File: src/rtl/sr_ctrl_pkg.sv
// Shared types and constants for the SR latch sequencer.
package sr_ctrl_pkg;

   typedef enum logic [2:0] {
      ST_IDLE  = 3'd0,
      ST_DRIVE = 3'd1,
      ST_GUARD = 3'd2,
      ST_CHECK = 3'd3,
      ST_FAULT = 3'd4
   } state_t;

   localparam logic GRANT_SET = 1'b1;
   localparam logic GRANT_CLR = 1'b0;

   // Expected {q, q_bar} once the latch has settled after an operation.
   localparam logic [1:0] FB_EXP_SET = 2'b10;
   localparam logic [1:0] FB_EXP_CLR = 2'b01;

   function automatic logic [1:0] fb_expected(input logic grant);
      return (grant == GRANT_SET) ? FB_EXP_SET : FB_EXP_CLR;
   endfunction

endpackage

File: src/rtl/sr_fb_sync.sv
// Two-flop synchroniser for the asynchronous latch q/q_bar feedback.
module sr_fb_sync (
   input  logic       clk,
   input  logic       rst,
   input  logic [1:0] d,
   output logic [1:0] q
);

   logic [1:0] meta;

   // Both stages clear on reset so a stale level never reaches the checker.
   always_ff @(posedge clk or posedge rst) begin
      if (rst) begin
         meta <= 2'b00;
         q    <= 2'b00;
      end else begin
         meta <= d;
         q    <= meta;
      end
   end

endmodule

File: src/rtl/sr_latch_ctrl.sv
// Sequencer for one cross-coupled NOR SR latch: arbitrates set/clear
// requests, pulses s or r, waits out a guard time, then verifies feedback.
//
// state    | meaning
// ---------+--------------------------------------------------------------
// ST_IDLE  | waiting for a request; round-robin arbitration on ties
// ST_DRIVE | granted output (s or r) held high for PULSE_CYC cycles
// ST_GUARD | s=r=0 for GUARD_CYC cycles while feedback settles/synchronises
// ST_CHECK | one cycle: compare synchronised feedback, ack on match
// ST_FAULT | feedback mismatch seen; outputs parked until err_clr
module sr_latch_ctrl
   import sr_ctrl_pkg::*;
#(
   parameter int unsigned PULSE_CYC = 2,
   parameter int unsigned GUARD_CYC = 2
) (
   input  logic clk,
   input  logic rst,
   input  logic set_req,
   input  logic clr_req,
   input  logic err_clr,
   input  logic q_fb,
   input  logic q_bar_fb,
   output logic s,
   output logic r,
   output logic set_ack,
   output logic clr_ack,
   output logic busy,
   output logic err
);

   localparam int unsigned MAX_CYC = (PULSE_CYC > GUARD_CYC) ? PULSE_CYC : GUARD_CYC;
   localparam int unsigned CNT_W   = $clog2(MAX_CYC + 1);
   localparam logic [CNT_W-1:0] PULSE_LOAD = CNT_W'(PULSE_CYC - 1);
   localparam logic [CNT_W-1:0] GUARD_LOAD = CNT_W'(GUARD_CYC - 1);

   state_t           state, state_nxt;
   logic [CNT_W-1:0] cnt, cnt_nxt;
   logic             grant, grant_nxt;
   logic             err_q, err_nxt;
   logic             s_nxt, r_nxt;
   logic [1:0]       fb_sync;

   sr_fb_sync u_fb_sync (
      .clk (clk),
      .rst (rst),
      .d   ({q_fb, q_bar_fb}),
      .q   (fb_sync)
   );

   // State, timer, last grant and registered latch drives.
   always_ff @(posedge clk or posedge rst) begin
      if (rst) begin
         state <= ST_IDLE;
         cnt   <= '0;
         grant <= GRANT_CLR;
         err_q <= 1'b0;
         s     <= 1'b0;
         r     <= 1'b0;
      end else begin
         state <= state_nxt;
         cnt   <= cnt_nxt;
         grant <= grant_nxt;
         err_q <= err_nxt;
         s     <= s_nxt;
         r     <= r_nxt;
      end
   end

   // Next-state, arbitration, timer reload and ack decode.
   always_comb begin
      state_nxt = state;
      cnt_nxt   = cnt;
      grant_nxt = grant;
      err_nxt   = err_q;
      set_ack   = 1'b0;
      clr_ack   = 1'b0;

      case (state)
         ST_IDLE: begin
            if (set_req || clr_req) begin
               // grant holds the previous winner, so a tie flips it.
               if (set_req && clr_req) begin
                  grant_nxt = ~grant;
               end else begin
                  grant_nxt = set_req ? GRANT_SET : GRANT_CLR;
               end
               state_nxt = ST_DRIVE;
               cnt_nxt   = PULSE_LOAD;
            end
         end
         ST_DRIVE: begin
            if (cnt == '0) begin
               state_nxt = ST_GUARD;
               cnt_nxt   = GUARD_LOAD;
            end else begin
               cnt_nxt = cnt - 1'b1;
            end
         end
         ST_GUARD: begin
            if (cnt == '0) begin
               state_nxt = ST_CHECK;
            end else begin
               cnt_nxt = cnt - 1'b1;
            end
         end
         ST_CHECK: begin
            if (fb_sync == fb_expected(grant)) begin
               set_ack   = (grant == GRANT_SET);
               clr_ack   = (grant == GRANT_CLR);
               state_nxt = ST_IDLE;
            end else begin
               err_nxt   = 1'b1;
               state_nxt = ST_FAULT;
            end
         end
         ST_FAULT: begin
            if (err_clr) begin
               err_nxt   = 1'b0;
               state_nxt = ST_IDLE;
            end
         end
         default: begin
            state_nxt = ST_IDLE;
         end
      endcase

      // Drives follow the next state so s/r are high exactly while in DRIVE;
      // a single grant bit makes s and r mutually exclusive by construction.
      s_nxt = (state_nxt == ST_DRIVE) && (grant_nxt == GRANT_SET);
      r_nxt = (state_nxt == ST_DRIVE) && (grant_nxt == GRANT_CLR);
   end

   assign busy = (state != ST_IDLE);
   assign err  = err_q;

endmodule
File: config.mk
export PLATFORM = sky130hd
export DESIGN_NAME = sr_latch_ctrl
export DESIGN_NICKNAME = d
export VERILOG_FILES = /design/src/rtl/sr_ctrl_pkg.sv /design/src/rtl/sr_fb_sync.sv /design/src/rtl/sr_latch_ctrl.sv
export SDC_FILE = /design/constraint.sdc
export NUM_CORES = 1
export LEC_CHECK = 0
export CAP_MARGIN = 20
export CORE_AREA = 2 2 39 41
export DETAILED_ROUTE_END_ITERATION = 7
export DIE_AREA = 0 0 41 43
export PLACE_DENSITY = 0.69
export SLEW_MARGIN = 10
export SYNTH_ARGS = -nofsm -noshare
export SYNTH_HDL_FRONTEND = slang
export SYNTH_SLANG_ARGS = --single-unit
File: constraint.sdc
create_clock -name clk -period 4.43 [get_ports clk]
set_clock_uncertainty 0.2 [all_clocks]
set_input_delay 0.443 -clock clk [delete_from_list [all_inputs] [get_ports clk]]
set_output_delay 0.443 -clock clk [all_outputs]
set_load 0.005 [all_outputs]
Word-level counts from Yosys, hierarchy flattened
Cells that the tools add are included.
{"block": "totals", "register_bits": 13, "input_bits": 7, "out_inout_bits": 6, "word_cells": 54}
{"block": "op_classes", "add_sub_neg": 1, "n_eq_ne": 10, "muxes": 22, "bitwise": 2, "reduce_logical": 11}
{"cell": "2-to-1 mux 3 bit", "count": 5}
{"cell": "case mux 3 bit (5 select lines)", "count": 1}
{"cell": "2-to-1 mux 1 bit", "count": 10}
{"cell": "2-to-1 mux 2 bit", "count": 4}
{"cell": "!= test 2 bit, second input constant", "count": 4}
{"cell": "== test 3 x 1 -> 1 bit, second input constant", "count": 2}
{"cell": "== test 3 x 2 -> 1 bit, second input constant", "count": 2}
{"cell": "case mux 2 bit (3 select lines)", "count": 1}
{"cell": "AND reduction 3 bit", "count": 2}
{"cell": "nonzero test 3 bit", "count": 2}
{"cell": "== test 3 bit, second input constant", "count": 1}
{"cell": "logical AND 1 bit", "count": 3}
{"cell": "zero test 3 bit", "count": 1}
{"cell": "== test 2 bit", "count": 1}
{"cell": "zero test 2 bit", "count": 1}
{"cell": "NOT 1 bit", "count": 2}
{"cell": "case mux 1 bit (2 select lines)", "count": 1}
{"cell": "nonzero test 2 bit", "count": 1}
{"cell": "subtractor 2 x 1 -> 2 bit, second input constant", "count": 1}
{"cell": "logical OR 1 bit", "count": 1}

Depth between registers and ports, before layout
Gate-level depths: netlist (run 1).
{"block": "logic_depth", "word_depth": 6, "depth_mapped": 6, "ltp_nobuf": 6}

Hierarchy
Synthesis (run 1) repeated with hierarchy kept, for this count alone.
{"block": "unflattened", "hier_cells": 62, "area_unflattened_um2": 693.2}
{"mod": "sr_latch_ctrl", "n_inst": 1, "cells_per_inst": 57, "area_each_um2": 589.3, "seq_area_each_um2": 225.2}
{"mod": "sr_fb_sync", "n_inst": 1, "cells_per_inst": 5, "area_each_um2": 103.8, "seq_area_each_um2": 100.1}

Least setup slack after synthesis (run 1)
OpenSTA, ideal clock, no wires.
{"block": "synth_path", "path_type": "flip-flop to output port", "start": "reg grant", "end": "out clr_ack", "arrival_time_ns": 0.978, "required_time_ns": 3.787, "setup_slack_ns": 2.809, "stages_incl_launch_ff": 3, "n_path_buf": 0, "cell_sequence": "dfrtp_1 -> or3b_2 -> nor2_1"}
{"block": "synth_via", "elab_chain_cells": 4, "elab_cells_between_ends": 5, "cone_classes": "1 x eq/ne; 3 x mux; 1 x bitwise"}
{"element": "from (decl)", "line_no": "sr_latch_ctrl.sv:39", "source": "logic grant, grant_nxt;"}
{"element": "from (signal assigned)", "line_no": "sr_latch_ctrl.sv:63", "source": "grant <= grant_nxt;"}
{"element": "2-to-1 mux 2 bit", "line_no": "sr_ctrl_pkg.sv:20", "source": "return (grant == GRANT_SET) ? FB_EXP_SET : FB_EXP_CLR;"}
{"element": "== test 2 bit", "line_no": "sr_latch_ctrl.sv:108", "source": "if (fb_sync == fb_expected(grant)) begin"}
{"element": "2-to-1 mux 1 bit *", "line_no": "sr_latch_ctrl.sv:108"}
{"element": "2-to-1 mux 1 bit *", "line_no": "sr_latch_ctrl.sv:79", "source": "case (state)"}
{"element": "to (decl)", "line_no": "sr_latch_ctrl.sv:27", "source": "output logic clr_ack,"}
Mark *: on every way between the ends. The rest lies on a longest branch, timed or not.

Worst setup path after layout (run 1)
{"block": "layout_path", "start": "reg state[1]", "end": "out set_ack"}
{"block": "layout_via", "elab_chain_cells": 2}
{"element": "from (decl)", "line_no": "sr_latch_ctrl.sv:37", "source": "state_t state, state_nxt;"}
{"element": "from (signal assigned)", "line_no": "sr_latch_ctrl.sv:61", "source": "state <= state_nxt;"}
{"element": "== test 3 x 2 -> 1 bit", "line_no": "sr_latch_ctrl.sv:79"}
{"element": "2-to-1 mux 1 bit", "line_no": "sr_latch_ctrl.sv:79"}
{"element": "to (decl)", "line_no": "sr_latch_ctrl.sv:26", "source": "output logic set_ack,"}
Every way passes these cells.

==> results of run 1 <==
[critical path: stages (launching register included)]
cell	delay (ps)
dfrtp_1	490
nor2b_1	300
nand2_1	150
nor2_1	110
clkdlybuf4s50_1	500
[layout make-up]
cell class	instances	area, um2
Tap cell	16	20.0
Fill cell	126	626
Timing Repair Buffer	12	120
Clock buffer	4	26.3
Sequential cell	13	325
Multi-Input combinational cell	38	248
Inverter	5	18.8
[cells in the mapped netlist (2+ instances only)]
cell / instances
a21oi_1: 2
buf_2: 2
dfrtp_1: 13
ha_1: 2
inv_1: 5
nand2_1: 6
nand2b_1: 2
nor2_1: 6
nor2b_1: 2
o21ai_0: 3
o31ai_1: 2
[final timing paths]
check                                    endpoint  depth (start not counted)  slack (ps)
worst max-delay path                      set_ack                          4        1950
worst min-delay path               u_fb_sync.q[0]                          0         160
worst max register to register             cnt[0]                          4        2790
worst min register to register     u_fb_sync.q[0]                          0         160
max in group asynchronous       u_fb_sync.meta[1]                          2        3450
min in group asynchronous                       r                          2         270
[kinds of logic (layout without fill, tap and decap cells)]
group / Yosys count / after routing / share of synthesized area
DFF: 13 / 13 / 0.531
adders and majority gates: 2 / 2 / 0.0408
buffers and inverters: 8 / 21 / 0.0653
AOI/OAI and AO/OA: 13 / 13 / 0.161
and+or+nand+nor: 23 / 23 / 0.202
[metrics by stage]
stage / hold WS, ps / area, um2
2_1_floorplan: 120 / 613
3_3_place_gp: 135 / 732
6_report: 155 / 758
3_5_place_dp: 140 / 732
4_1_cts: 158 / 758
5_1_grt: 162 / 758
[state kept, by name (all words and copies together) (netlist names)]
signal          count
u_fb_sync.meta      2
grant               1
cnt                 2
err                 1
u_fb_sync.q         2
s                   1
state               3
r                   1
[power groups by stage]
stage	logic [mW]	clock network [mW]	registers, mW
after CTS	0.200	0.0744	0.200
final	0.197	0.0732	0.199
after detailed placement	0.199	0	0.202
after floorplan	0.170	0	0.173
after global routing	0.224	0.0808	0.207
after global placement	0.199	0	0.200
[layer usage]
layer  part of all wire  vias up
met3              0.040        4
met4              0.037        0
li1                   -      224
met1               0.44      208
met5                  0        -
met2               0.48        8
[placed cells by master (no fill, tap or decap)]
cell and n:
dfrtp_1 13, clkdlybuf4s50_1 12, nand2_1 6, nor2_1 6, inv_1 5, o21ai_0 3
clkbuf_4 3, nor2b_1 2, nand2b_1 2, a21oi_1 2, o31ai_1 2, ha_1 2
nor3_2 1, nand3b_1 1, or3b_2 1, o22ai_1 1, and2_1 1, o21a_1 1
or3_4 1, nand3_1 1, a31oi_1 1, a22oi_4 1, o22a_1 1, nor3_1 1
a21oi_2 1, clkbuf_1 1
==> results.cfg, run 1 <==
[yosys]
synthesis.nets = 68
yosysWarnings = 0
ys.flop_type = dfrtp_1
syn_area_um2 = 613
synth_edf_count = 0
yosysSeqAreaShare = 0.531
yosys-top-cells-area = dfrtp_1, ha_1, nand2_1
synthCells = 59
synth-seq-cells = 13
synthArstFlopShare = 1.00
yosysTopAreaCell = dfrtp_1
synth_cell_types = 25
synth_top_area_share = 0.531
avgSynthCellArea_um2 = 10.4

[setup_path]
cp_max_fo = 9
critPathKind = reg -> out
crit_start = state[1]
r2r_start = state[0]
endpoint_kind = output port
critPathLaunchType = flip-flop
worstPathRequired_ps = 3790
arrival_ps = 1840

[final_layout]
antenna_cells = 0
drive_gt1_frac = 0.111
final_cell_count_no_fill = 88
syn2layout_area_growth_pct = 23.7
finalNetCount = 82
fin_util = 0.548

[grt]
gr-usage-met1 = 0.196
overflow = 0
grt_use_met3 = 0.0471
grt_usage = 0.152
grt_pass1_wl_um = 1710
grtUsageMet2 = 0.209
grt_pass1_vias = 415
grt_max_degree = 14
antenna_found_initial = 0
busiest_layer = met2

[clocking]
numClockSinks = 13
post_cts_resized = 0
cts_tree = done
clock_latency_ps = 280
path_clk_slew_ps = 80
root_buffer = clkbuf_4
post_cts_buffers = 0
cts_hold_buf = 0
cts_buffers = 3
htreeDepth = 1
clk_path_buf_depth = 2

[timing]
period_share = 0.559
tns_ps = 0
fin_ws_ps = 1950
slew_headroom = 0.690
rsz0062_at_grt = false
hold_violations = 0
min_period_ps = 2480
tightest_slew_ps = 464
report.final.slew_viol_count = 0
fmax_mhz = 403
setup_viol = 0

[die]
rows = 14
fp.dieW_um = 41
design.core.area_mm2 = 0.00138
start_util = 0.443
dieArea_mm2 = 0.00176
ios = 13
die_y_um = 43

[power]
clock_power_share = 0.156
netSwitchingPower_mw = 0.175
p_sw_frac = 0.375
finalPower_mw = 0.468
powerDensity_mw_per_mm2 = 618
internal_power_mw = 0.293
max-vdd-ir-drop_uv = 321
p_leak_nw = 0.350
seq_power_share = 0.424
pwr-share-comb = 0.419

[placed_design]
place_inst = 84
place.gp.congestion = 0.727
portBuffers = 12
dp_hpwl_um = 798
post-place-ws_ps = 2250

[detailed_routing]
final_antenna_net_count = 0
drtPass1Iterations = 2
wl_um = 1020
wl_per_cell_um = 11.5
vias = 444
drt_iter0_markers = 5
drc = 0
vias_per_cell = 5.05

[job]
maxCapViolations = 0

[min_path]
hp-start = u_fb_sync.meta[0]
hold_class = reg -> reg

[outcome]
outcome = finished clean
Power figures use the tool's default switching activity.
==> run 2, diff against run 1 <==
Settings changed: CORE_AREA 2 2 39 41 to not set, CORE_MARGIN set to 2, CORE_UTILIZATION set to 42, DIE_AREA 0 0 41 43 to not set, PLACE_DENSITY 0.69 to 0.67.
Clock period 4.43 ns to 2.1 ns, I/O delays scaled along.
==> run 2 against run 1 <==
Flip-flop and latch count unchanged; final area increased by 5.3%; critical endpoint is now busy; cell count increased by 4.5%; critical path type unchanged; critical path depth unchanged; global-route usage decreased by 0.79 points; sequential power increased by 97%; via count increased by 2.0%; die area increased by 1.0%; largest power group is now combinational logic.
==> results.cfg, run 2 (synthesized netlist as in run 1, its figures left out) <==
[timing]
min_period_ps = 2010
tightest_slew_ps = 486
report.final.slew_viol_count = 0
whs_ps = 40.3
hold_violations = 0
slew_headroom = 0.675
tns_ps = 0
setup_viol = 0
rsz0062_at_grt = false
fmax_mhz = 499
period_share = 0.955

[setup_path]
endpoint_kind = output port
critPathKind = reg -> out
r2r_start = state[2]
worstPathRequired_ps = 1690
worstPathCellList = buf_4 -> nor3_2 -> inv_1 -> clkdlybuf4s50_1
cp_max_fo = 3
crit_family = buffers and inverters
crit_start = state[2]
cpMaxStageDelayCell = clkdlybuf4s50_1
arrival_ps = 1600
crit_buf_inv = 3
crit_path_max_incr_delay_ps = 440
critPathLaunchType = flip-flop

[final_layout]
finalNetCount = 87
layout_commonest_cell = dfrtp_1
antenna_cells = 0
syn2layout_area_growth_pct = 30.2
mostFrequentLayoutCells = dfrtp_1, clkdlybuf4s50_1, nand2_1, nor2_1
fin_util = 0.598
drive_gt1_frac = 0.208
largest-register = state
largest_register_ffs = 3

[detailed_routing]
drtPass1Iterations = 4
wl_per_cell_um = 11.9
drc = 0
final_antenna_net_count = 0
wl_um = 1100
drt_iter0_markers = 3
vias_per_cell = 4.92
vias = 453

[die]
start_util = 0.460
die_y_um = 42.2
ios = 13
dieArea_mm2 = 0.00178
rows = 13
fp.dieW_um = 42.2
design.core.area_mm2 = 0.00133

[clocking]
numClockSinks = 13
root_buffer = clkbuf_4
clk_path_buf_depth = 2
cts_hold_buf = 0
path_clk_slew_ps = 80
cts_buffers = 3
htreeDepth = 1
cts_tree = done
clock_latency_ps = 280

[placed_design]
portBuffers = 12
dp_hpwl_um = 804
place.gp.congestion = 0.679

[min_path]
hold_class = in -> async

[job]
maxCapViolations = 0

[power]
powerDensity_mw_per_mm2 = 1330
p_leak_nw = 0.383
finalPower_mw = 1.06
max-vdd-ir-drop_uv = 700

[outcome]
outcome = finished clean

[grt]
grt_max_degree = 14
grt_pass1_vias = 446
grt_pass1_wl_um = 1910
overflow = 0
antenna_found_initial = 0
grt_usage = 0.144
[run 2: cell count changes in the layout (fill, tap and decap cells not counted)]
| cell | delta |
|---|---|
| dfrtp_2 | +1 |
| dfrtp_1 | -1 |
| clkinv_2 | +1 |
| clkbuf_1 | -1 |
| buf_4 | +5 |
| nor2b_1 | -1 |
| nor2b_2 | +1 |
| clkdlybuf4s50_1 | -1 |
| dlygate4sd2_1 | +1 |
[run 2: what timing repair did]
action,CTS,global route
hold endpoints to repair,0,0
endpoints found under the setup margin,1,1
pin swaps,0,0
setup buffers,1,1
gates resized for setup,1,2
[run 2: layer usage]
metal / share of wire / vias to the layer above / GRT usage
li1: - / 232 / -
met1: 0.48 / 212 / 0.191
met2: 0.46 / 9 / 0.203
met3: 0.057 / 0 / 0.0776
met4: 0 / 0 / 0.0375
met5: 0 / - / 0
[run 2: final timing paths]
check	endpoint	slack, ps	cells after the start
worst min-delay path	cnt[0]	40	2
worst max register to register	s	480	5
max in group asynchronous	state[0]	1290	2
min in group clk	u_fb_sync.q[0]	150	0
worst min register to register	u_fb_sync.q[0]	150	0
worst max-delay path	busy	90	4
[run 2: per-stage QoR]
step | area, um2 | setup slack, ps | std cells
2_1_floorplan | 613 | 561 | 59
3_3_place_gp | 753 | 220 | 86
3_5_place_dp | 753 | 215 | 86
4_1_cts | 787 | 72.7 | 91
5_1_grt | 798 | 9.74 | 92
6_report | 798 | 94.1 | 92
[run 2: power breakdown]
| group | switching, mW | internal [mW] | total [mW] |
|---|---|---|---|
| clock network | 0.0823 | 0.0706 | 0.153 |
| logic | 0.247 | 0.266 | 0.513 |
| registers | 0.0607 | 0.331 | 0.392 |
[run 2: cell type report]
| type | count | area [um2] |
|---|---|---|
| clock inverter | 1 | 5.00 |
| timing repair buffer | 17 | 156 |
| fill | 118 | 536 |
| multi-input combinational | 38 | 250 |
| inverter | 5 | 18.8 |
| clock buffer | 3 | 22.5 |
| sequential | 13 | 327 |
| tap | 15 | 18.8 |
==> run 3, diff against run 2 <==
Settings changed: SETUP_SLACK_MARGIN set to 0.15.
==> run 3 against run 2 <==
Sequential share of layout area shrank 1.7 points; cell count is 4.3% higher; fmax is 6.5% higher; wire length grew 11%; flip-flop and latch count unchanged; core utilization is 2.6 points higher; setup slack gained 120 ps; power is 7.2% higher; non-clock buffer count increased by 4; clock power about the same; die area did not move; largest power group unchanged.
==> results.cfg, run 3 (synthesized netlist as in run 1, its figures left out) <==
[detailed_routing]
vias = 477
final_antenna_net_count = 0
vias_per_cell = 4.97
wl_um = 1220
drt_iter0_markers = 8
drtPass1Iterations = 3
drc = 0
wl_per_cell_um = 12.7

[power]
max-vdd-ir-drop_uv = 684
p_leak_nw = 0.411
powerDensity_mw_per_mm2 = 1360
finalPower_mw = 1.13

[clocking]
htreeDepth = 1
cts_hold_buf = 0
cts_buffers = 3
clock_latency_ps = 280
clk_path_buf_depth = 2
root_buffer = clkbuf_4
path_clk_slew_ps = 90
cts_tree = done
numClockSinks = 13

[die]
ios = 13
start_util = 0.460
design.core.area_mm2 = 0.00133
die_y_um = 42.2
fp.dieW_um = 42.2
rows = 13
dieArea_mm2 = 0.00178

[timing]
hold_violations = 0
fmax_mhz = 531
min_period_ps = 1880
report.final.slew_viol_count = 0
tightest_slew_ps = 486
tns_ps = 0
slew_headroom = 0.675
period_share = 0.897
rsz0062_at_grt = false
setup_viol = 0

[final_layout]
finalNetCount = 91
fin_util = 0.625
largest-register = state
largest_register_ffs = 3
antenna_cells = 0
fin_area_um2 = 833
drive_gt1_frac = 0.235
syn2layout_area_growth_pct = 35.9
layout_commonest_cell = dfrtp_1
mostFrequentLayoutCells = dfrtp_1, clkdlybuf4s50_1, buf_4

[outcome]
outcome = finished clean

[grt]
antenna_found_initial = 0
grt_max_degree = 14
grt_usage = 0.147
grt_pass1_wl_um = 1950
grt_pass1_vias = 458
overflow = 0

[placed_design]
dp_hpwl_um = 804
place.gp.congestion = 0.679
portBuffers = 12
placed_area_um2 = 753

[setup_path]
critPathLaunchType = flip-flop
arrival_ps = 1470
reg2reg_depth = 5
worstPathRequired_ps = 1690
r2r_start = state[0]
critPathKind = reg -> out
crit_start = grant
endpoint_kind = output port
cp_max_fo = 2

[job]
maxCapViolations = 0

[min_path]
hold_class = in -> async
-- run 3: cell count changes in the layout (fill, tap and decap cells not counted), sizes merged --
cell	before	now
buf	5	9
clkdlybuf4s50	11	9
dlygate4sd2	1	2
dlymetal6s2s	0	1
-- run 3: final cells by class --
cell class	instances	area [um2]
Clock buffer	3	22.5
Clock inverter	1	5.00
Fill cell	116	500
Inverter	5	18.8
Multi-Input combinational cell	38	254
Sequential cell	13	327
Tap cell	15	18.8
Timing Repair Buffer	21	188
-- run 3: what timing repair did --
item | in CTS | in global routing
resized for setup | 3 | 2
pin swaps | 0 | 1
setup buffers | 2 | 4
endpoints found under the setup margin | 3 | 1
-- run 3: per-stage QoR --
stage,cells,hold WS [ps],setup WS (ps)
6_report,96,36.5,217
5_1_grt,96,90.7,171
4_1_cts,92,60.1,165
3_5_place_dp,86,142,215
3_3_place_gp,86,133,220
2_1_floorplan,59,-113,561
-- run 3: where the power goes --
| part | switching [mW] | total (mW) | internal, mW | leakage, nW |
|---|---|---|---|---|
| sequential | 0.0603 | 0.392 | 0.331 | 0.155 |
| clock | 0.0839 | 0.155 | 0.0706 | 0.0177 |
| combinational | 0.275 | 0.588 | 0.312 | 0.238 |
-- run 3: routing by layer --
layer / track usage / share of wire / vias to the layer above
met5: 0 / 0 / -
met4: 0.0375 / 0 / 0
met3: 0.0776 / 0.053 / 0
met2: 0.206 / 0.47 / 9
met1: 0.198 / 0.48 / 228
li1: - / - / 240
-- run 3: path summary, 6_finish.rpt --
path                             endpoint  slack [ps]
min                              state[2]          40
min reg2reg                u_fb_sync.q[0]         150
max                               clr_ack         220
max in group asynchronous        state[0]        1300
min in group clk           u_fb_sync.q[0]         150
max reg2reg                        cnt[1]         390
-- run 3: critical path, stage by stage (launching register included) --
cell	delay, ps
dfrtp_1	380
or3b_2	470
nor2_1	100
dlygate4sd2_1	230
==> patch 1 (config.mk and constraints of run 2) <==
The 5 states of `state_t` get a one-hot encoding in 5 bits.
--- a/src/rtl/sr_ctrl_pkg.sv
+++ b/src/rtl/sr_ctrl_pkg.sv
@@ -1,12 +1,12 @@
 // Shared types and constants for the SR latch sequencer.
 package sr_ctrl_pkg;
 
-   typedef enum logic [2:0] {
-      ST_IDLE  = 3'd0,
-      ST_DRIVE = 3'd1,
-      ST_GUARD = 3'd2,
-      ST_CHECK = 3'd3,
-      ST_FAULT = 3'd4
+   typedef enum logic [4:0] {
+      ST_IDLE  = 5'b00001,
+      ST_DRIVE = 5'b00010,
+      ST_GUARD = 5'b00100,
+      ST_CHECK = 5'b01000,
+      ST_FAULT = 5'b10000
    } state_t;
 
    localparam logic GRANT_SET = 1'b1;
Formal check against the unedited RTL: same outputs for any inputs over 10 cycles, from zero or initial values and one cycle with rst high; not proved beyond that.
==> patch 1 against run 2 <==
Cell count increased by 43%; total power increased by 23%; fmax increased by 2.3%; synthesized cell count increased by 42%; wire length increased by 46%; area after synthesis increased by 37%; setup slack improved by 0.045 ns; cell area increased by 34%; sequential cell count increased by 2; largest power group unchanged; clock power increased by 6%; sequential power increased by 14%; combinational power increased by 34%.
==> patch 1: results (changes against run 2) <==
Final layout
  • Max FFs per register: 5 (+2)
  • Fraction of layout cells with a size suffix above 1: 28.6% (+7.8 points)
  • Area Growth Syn to Fin: 27.7%
  • Fin nets: 115 (+32%)

Worst setup path
  • Slowest-stage cell, CP: dfstp_2
  • Crit path from: state[0]$_DFF_PP1_
  • Delay-heaviest family, CP: flip-flops
  • Critical Path Sink: busy
  • Cells on worst reg2reg path: 5 (unchanged)
  • Max incr delay on CP: 0.66 ns (+0.22 ns)
  • Critical R2R Launch: cnt[0]$_DFFE_PP0P_
  • Critical Path AT: 1.55 ns (-0.05 ns)
  • R2R Path End: cnt[1]$_DFFE_PP0P_
  • Max Fanout on Critical Path: 8 (+5)
  • FF-to-FF setup slack: 0.29 ns (-0.19 ns)

GRT
  • Initial antenna violation count: 0 (unchanged)
  • Vias in the first global route: 651 (+46%)
  • Largest net degree at the start of global routing: 16 (+2)
  • GRT Util Overall: 15.2% (+0.85 points)
  • First-pass GRT wire length: 2.77 mm (+45%)

Synthesis
  • Synthesis Warnings: 0 (unchanged)
  • Post-Synth XOR/XNOR Area: 2.09% (+2.1 points)
  • Synth unique cells: 38 (+52%)
  • Top post-synthesis cells by area: dfrtp_1, nor2_1, dfstp_2, ha_1, buf_6
  • Post-synthesis sequential area ratio: 44.9% (-8.2 points)
  • Mean post-synth cell area: 9.99 um2 (-3.8%)
  • Post-synth net total: 93 (+37%)
  • Post-synth top cells: dfrtp_1, nor2_1, nand2_1, inv_1
  • Synth Area in Compound Gates: 15.4% (-0.77 points)
  • Synth Area in Adders: 2.98% (-1.1 points)
  • Mux contribution to synthesized area: 1.34% (+1.3 points)

Timing
  • Pins Over Slew Limit: 0 (unchanged)
  • Final Hold Viols: 0 (unchanged)
  • Worst setup margin: 0.139 ns (+0.0447 ns)
  • Slew @ Worst Pin: 0.554 ns (+0.0680 ns)

Placed design
  • Port bufs: 12 (unchanged)
  • Final RePlAce weighted congestion: 0.790 (+16%)
  • Cells after DPL: 125 (+45%)
  • Post-DP HPWL: 1.16 mm (+45%)
  • Area after DPL: 1010 um2 (+34%)

Clock tree
  • H-tree depth: 1 (unchanged)
  • CTS-repair resized insts: 7 (+6)
  • Worst-Skew Late Latency: 0.29 ns
  • Post-CTS setup buffer count: 2 (+1)
  • CTS max path bufs: 2 (unchanged)

Power and ir drop
  • Peak supply drop: 666 uV (-4.9%)
  • Leakage Power: 0.447 nW (+17%)
  • Cell Int Power: 0.000798 W (+19%)

Detailed routing
  • Number of detailed-route iterations in the first pass: 4 (unchanged)
  • Drt first-iter violations: 6 (+3)
  • Routed WL: 1.60 mm (+46%)
  • WL/cell: 12.1 um (+1.6%)
  • Vias per inst: 5.20 (+5.7%)

Run status
  • Outcome: finished clean
[patch 1: cell count changes after synthesis, moves of 2 or more]
| cell | delta |
|---|---|
| nand2b_1 | -2 |
| o21ai_1 | +3 |
| nor2_1 | +4 |
| a32o_1 | +2 |
| nor4_1 | +2 |
| o31ai_1 | -2 |
| nor3b_1 | +2 |
| o21ai_0 | -2 |
[patch 1: power groups by stage]
stage          clock (W)  sequential, W  combinational (W)
2_1_floorplan          0       0.000427           0.000466
3_3_place_gp           0       0.000437           0.000631
3_5_place_dp           0       0.000442           0.000644
4_1_cts         0.000166       0.000442           0.000682
5_1_grt         0.000186       0.000457           0.000765
6_report        0.000162       0.000445           0.000689
[patch 1: worst register-to-register path: stages (launching register included)]
cell     delay [ns]
dfrtp_1        0.42
inv_1          0.07
ha_1           0.30
nor4b_2        0.09
o31ai_2        0.28
mux2_1         0.34
[patch 1: metal layers]
layer | vias to the layer above | global-route usage (%) | share of wire [%]
met5 | - | 0 | 0
met4 | 0 | 5.24 | 0.62
met3 | 2 | 4.94 | 6.3
met2 | 20 | 23.5 | 45
met1 | 322 | 20.1 | 48
li1 | 343 | - | -
[patch 1: area by class of cell]
type,instances,area [um2]
inverters,6,22.5
clock buffers,4,26.3
flip-flops and latches,15,377
multi-input cells,57,418
repair buffers,23,195
well taps,27,33.8
fillers,179,850
[patch 1: stage by stage]
step	total power [W]	hold WS, ns
floorplan	0.000892	-0.0892
global placement	0.00107	0.135
detailed placement	0.00109	0.140
CTS	0.00129	0.0827
global route	0.00141	0.146
finish	0.00130	0.0607
[patch 1: cells by family (layout without fill, tap and decap cells)]
kind of cell	count (synthesis)	in the layout
simple gates	35	35
buf+inv	12	33
fa+ha+maj	2	2
flops	15	15
xor+xnor	2	2
mux	1	1
compound gates	17	17
==> patch 2 (flow settings as in run 2) <==
Without the edit above. `PULSE_CYC`: 2 -> 4.
--- a/src/rtl/sr_latch_ctrl.sv
+++ b/src/rtl/sr_latch_ctrl.sv
@@ -11,7 +11,7 @@
 module sr_latch_ctrl
    import sr_ctrl_pkg::*;
 #(
-   parameter int unsigned PULSE_CYC = 2,
+   parameter int unsigned PULSE_CYC = 4,
    parameter int unsigned GUARD_CYC = 2
 ) (
    input  logic clk,
Check against the original RTL: not equivalent (Yosys sat finds a counterexample within 4 cycles, from zero or initial values and one cycle with rst high).
==> patch 2 against run 2 <==
Wire length rose by 17%; via count rose by 11%; total power rose by 30%; setup slack improved by 0.0047 ns; critical endpoint is now set_ack; clock power rose by 25%; critical path type unchanged; sequential cell count rose by 1; die area rose by 15%; highest routed layer is now met4; cell area rose by 14%; area after synthesis rose by 17%; count of clock-buffer cells in the layout rose by 1.
==> patch 2: results (changes against run 2) <==
Worst setup path
  • Slowest-stage cell, CP: clkdlybuf4s50_1
  • Max Fanout on Critical Path: 6 (+3)
  • Delay-heaviest family, CP: buffers and inverters
  • Max incr delay on CP: 0.50 ns (+0.06 ns)
  • Critical R2R Launch: cnt[0]$_DFFE_PP0P_
  • R2R Path End: r$_DFF_PP0_
  • Cells on worst reg2reg path: 6 (+1)
  • FF-to-FF setup slack: 0.42 ns (-0.06 ns)

Final layout
  • Fin nets: 93 (+6.9%)
  • Final Non-Filler Cells: 99 (+7.6%)
  • Fraction of layout cells with a size suffix above 1: 27.7% (+6.9 points)

Synthesis
  • Synth Area in Compound Gates: 18.0% (+1.9 points)
  • Post-synth top cells: dfrtp_1, a21oi_1, inv_1, nor2_1
  • Post-synthesis sequential area ratio: 49.0% (-4.1 points)
  • Synth unique cells: 27 (+8.0%)
  • Top post-synthesis cells by area: dfrtp_1, buf_6, a21oi_1, ha_1, nand3b_1
  • Post-synth net total: 72 (+5.9%)
  • FFs w/ async S/R, synth: 100% (unchanged)
  • Synth Area in Adders: 3.50% (-0.59 points)
  • Mapped Cells: 63 (+6.8%)

Detailed routing
  • Vias per inst: 5.08 (+3.2%)
  • Routed WL: 1.29 mm (+17%)
  • Wire length on met3: 50 um (-21%)
  • M1 WL: 601 um (+13%)
  • Drt first-iter violations: 12 (+9)
  • Top Metal Used: met4
  • Met2 Wirelength: 607 um (+21%)

Power and ir drop
  • Peak supply drop: 734 uV (+4.9%)
  • Leakage Power: 0.411 nW (+7.3%)
  • Clk power: 0.000192 W (+25%)
  • Final Power: 0.00138 W (+30%)
  • Net Switching: 0.000513 W (+32%)
  • Combinational power share: 51.5% (+3.0 points)

GRT
  • Vias in the first global route: 464 (+4.0%)
  • First-pass GRT wire length: 2.14 mm (+12%)
  • GRT Util Overall: 15.4% (+1.0 points)
  • GR Util met3: 2.80% (-5.0 points)
  • Met2 usage: 22.6% (+2.3 points)
  • Largest net degree at the start of global routing: 15 (+1)
  • Global Route met1 Usage: 19.6% (+0.52 points)

Clock tree
  • Worst-Skew Late Latency: 0.28 ns (about the same)
  • CTS Buf Count: 3 (unchanged)
  • Root Buffer: clkbuf_4
  • Clock Pin Slew Worst Setup and Hold Paths: 0.08 ns (about the same)

Timing
  • Slew @ Worst Pin: 0.530 ns (+0.0440 ns)
  • Final hold slack: 0.0615 ns (+0.0212 ns)

Run status
  • Outcome: finished clean

Placed design
  • Pre-CTS setup slack: 0.169 ns (-0.0462 ns)
  • Cells after DPL: 90 (+4.7%)
  • Area after DPL: 837 um2 (+11%)
  • Final RePlAce weighted congestion: 0.737 (+8.5%)
  • Post-DP HPWL: 944 um (+18%)
==> patch 2: area by class of cell <==
cell class / instances / area [um2]
fillers: 138 / 648
flip-flops and latches: 14 / 354
multi-input cells: 41 / 313
repair buffers: 19 / 169
clock buffers: 4 / 36.3
well taps: 16 / 20.0
inverters: 5 / 18.8
==> patch 2: worst max-delay path by stage <==
stage	from	end	slack [ns]	depth (start not counted)
floorplan	cnt[0]$_DFFE_PP0P_	cnt[1]$_DFFE_PP0P_	0.44	5
CTS	state[2]$_DFF_PP0_	set_ack	0.04	3
global route	state[2]$_DFF_PP0_	set_ack	0.02	3
global placement	grant$_DFF_PP0_	clr_ack	0.21	3
detailed placement	grant$_DFF_PP0_	clr_ack	0.17	3
finish	state[2]$_DFF_PP0_	set_ack	0.1	3
==> patch 2: timing repair <==
action,CTS,global route
cloned,0,0
pin swaps,1,0
gates resized for setup,3,1
setup endpoints to repair,2,1
hold buffers,0,0
buffers inserted,1,4
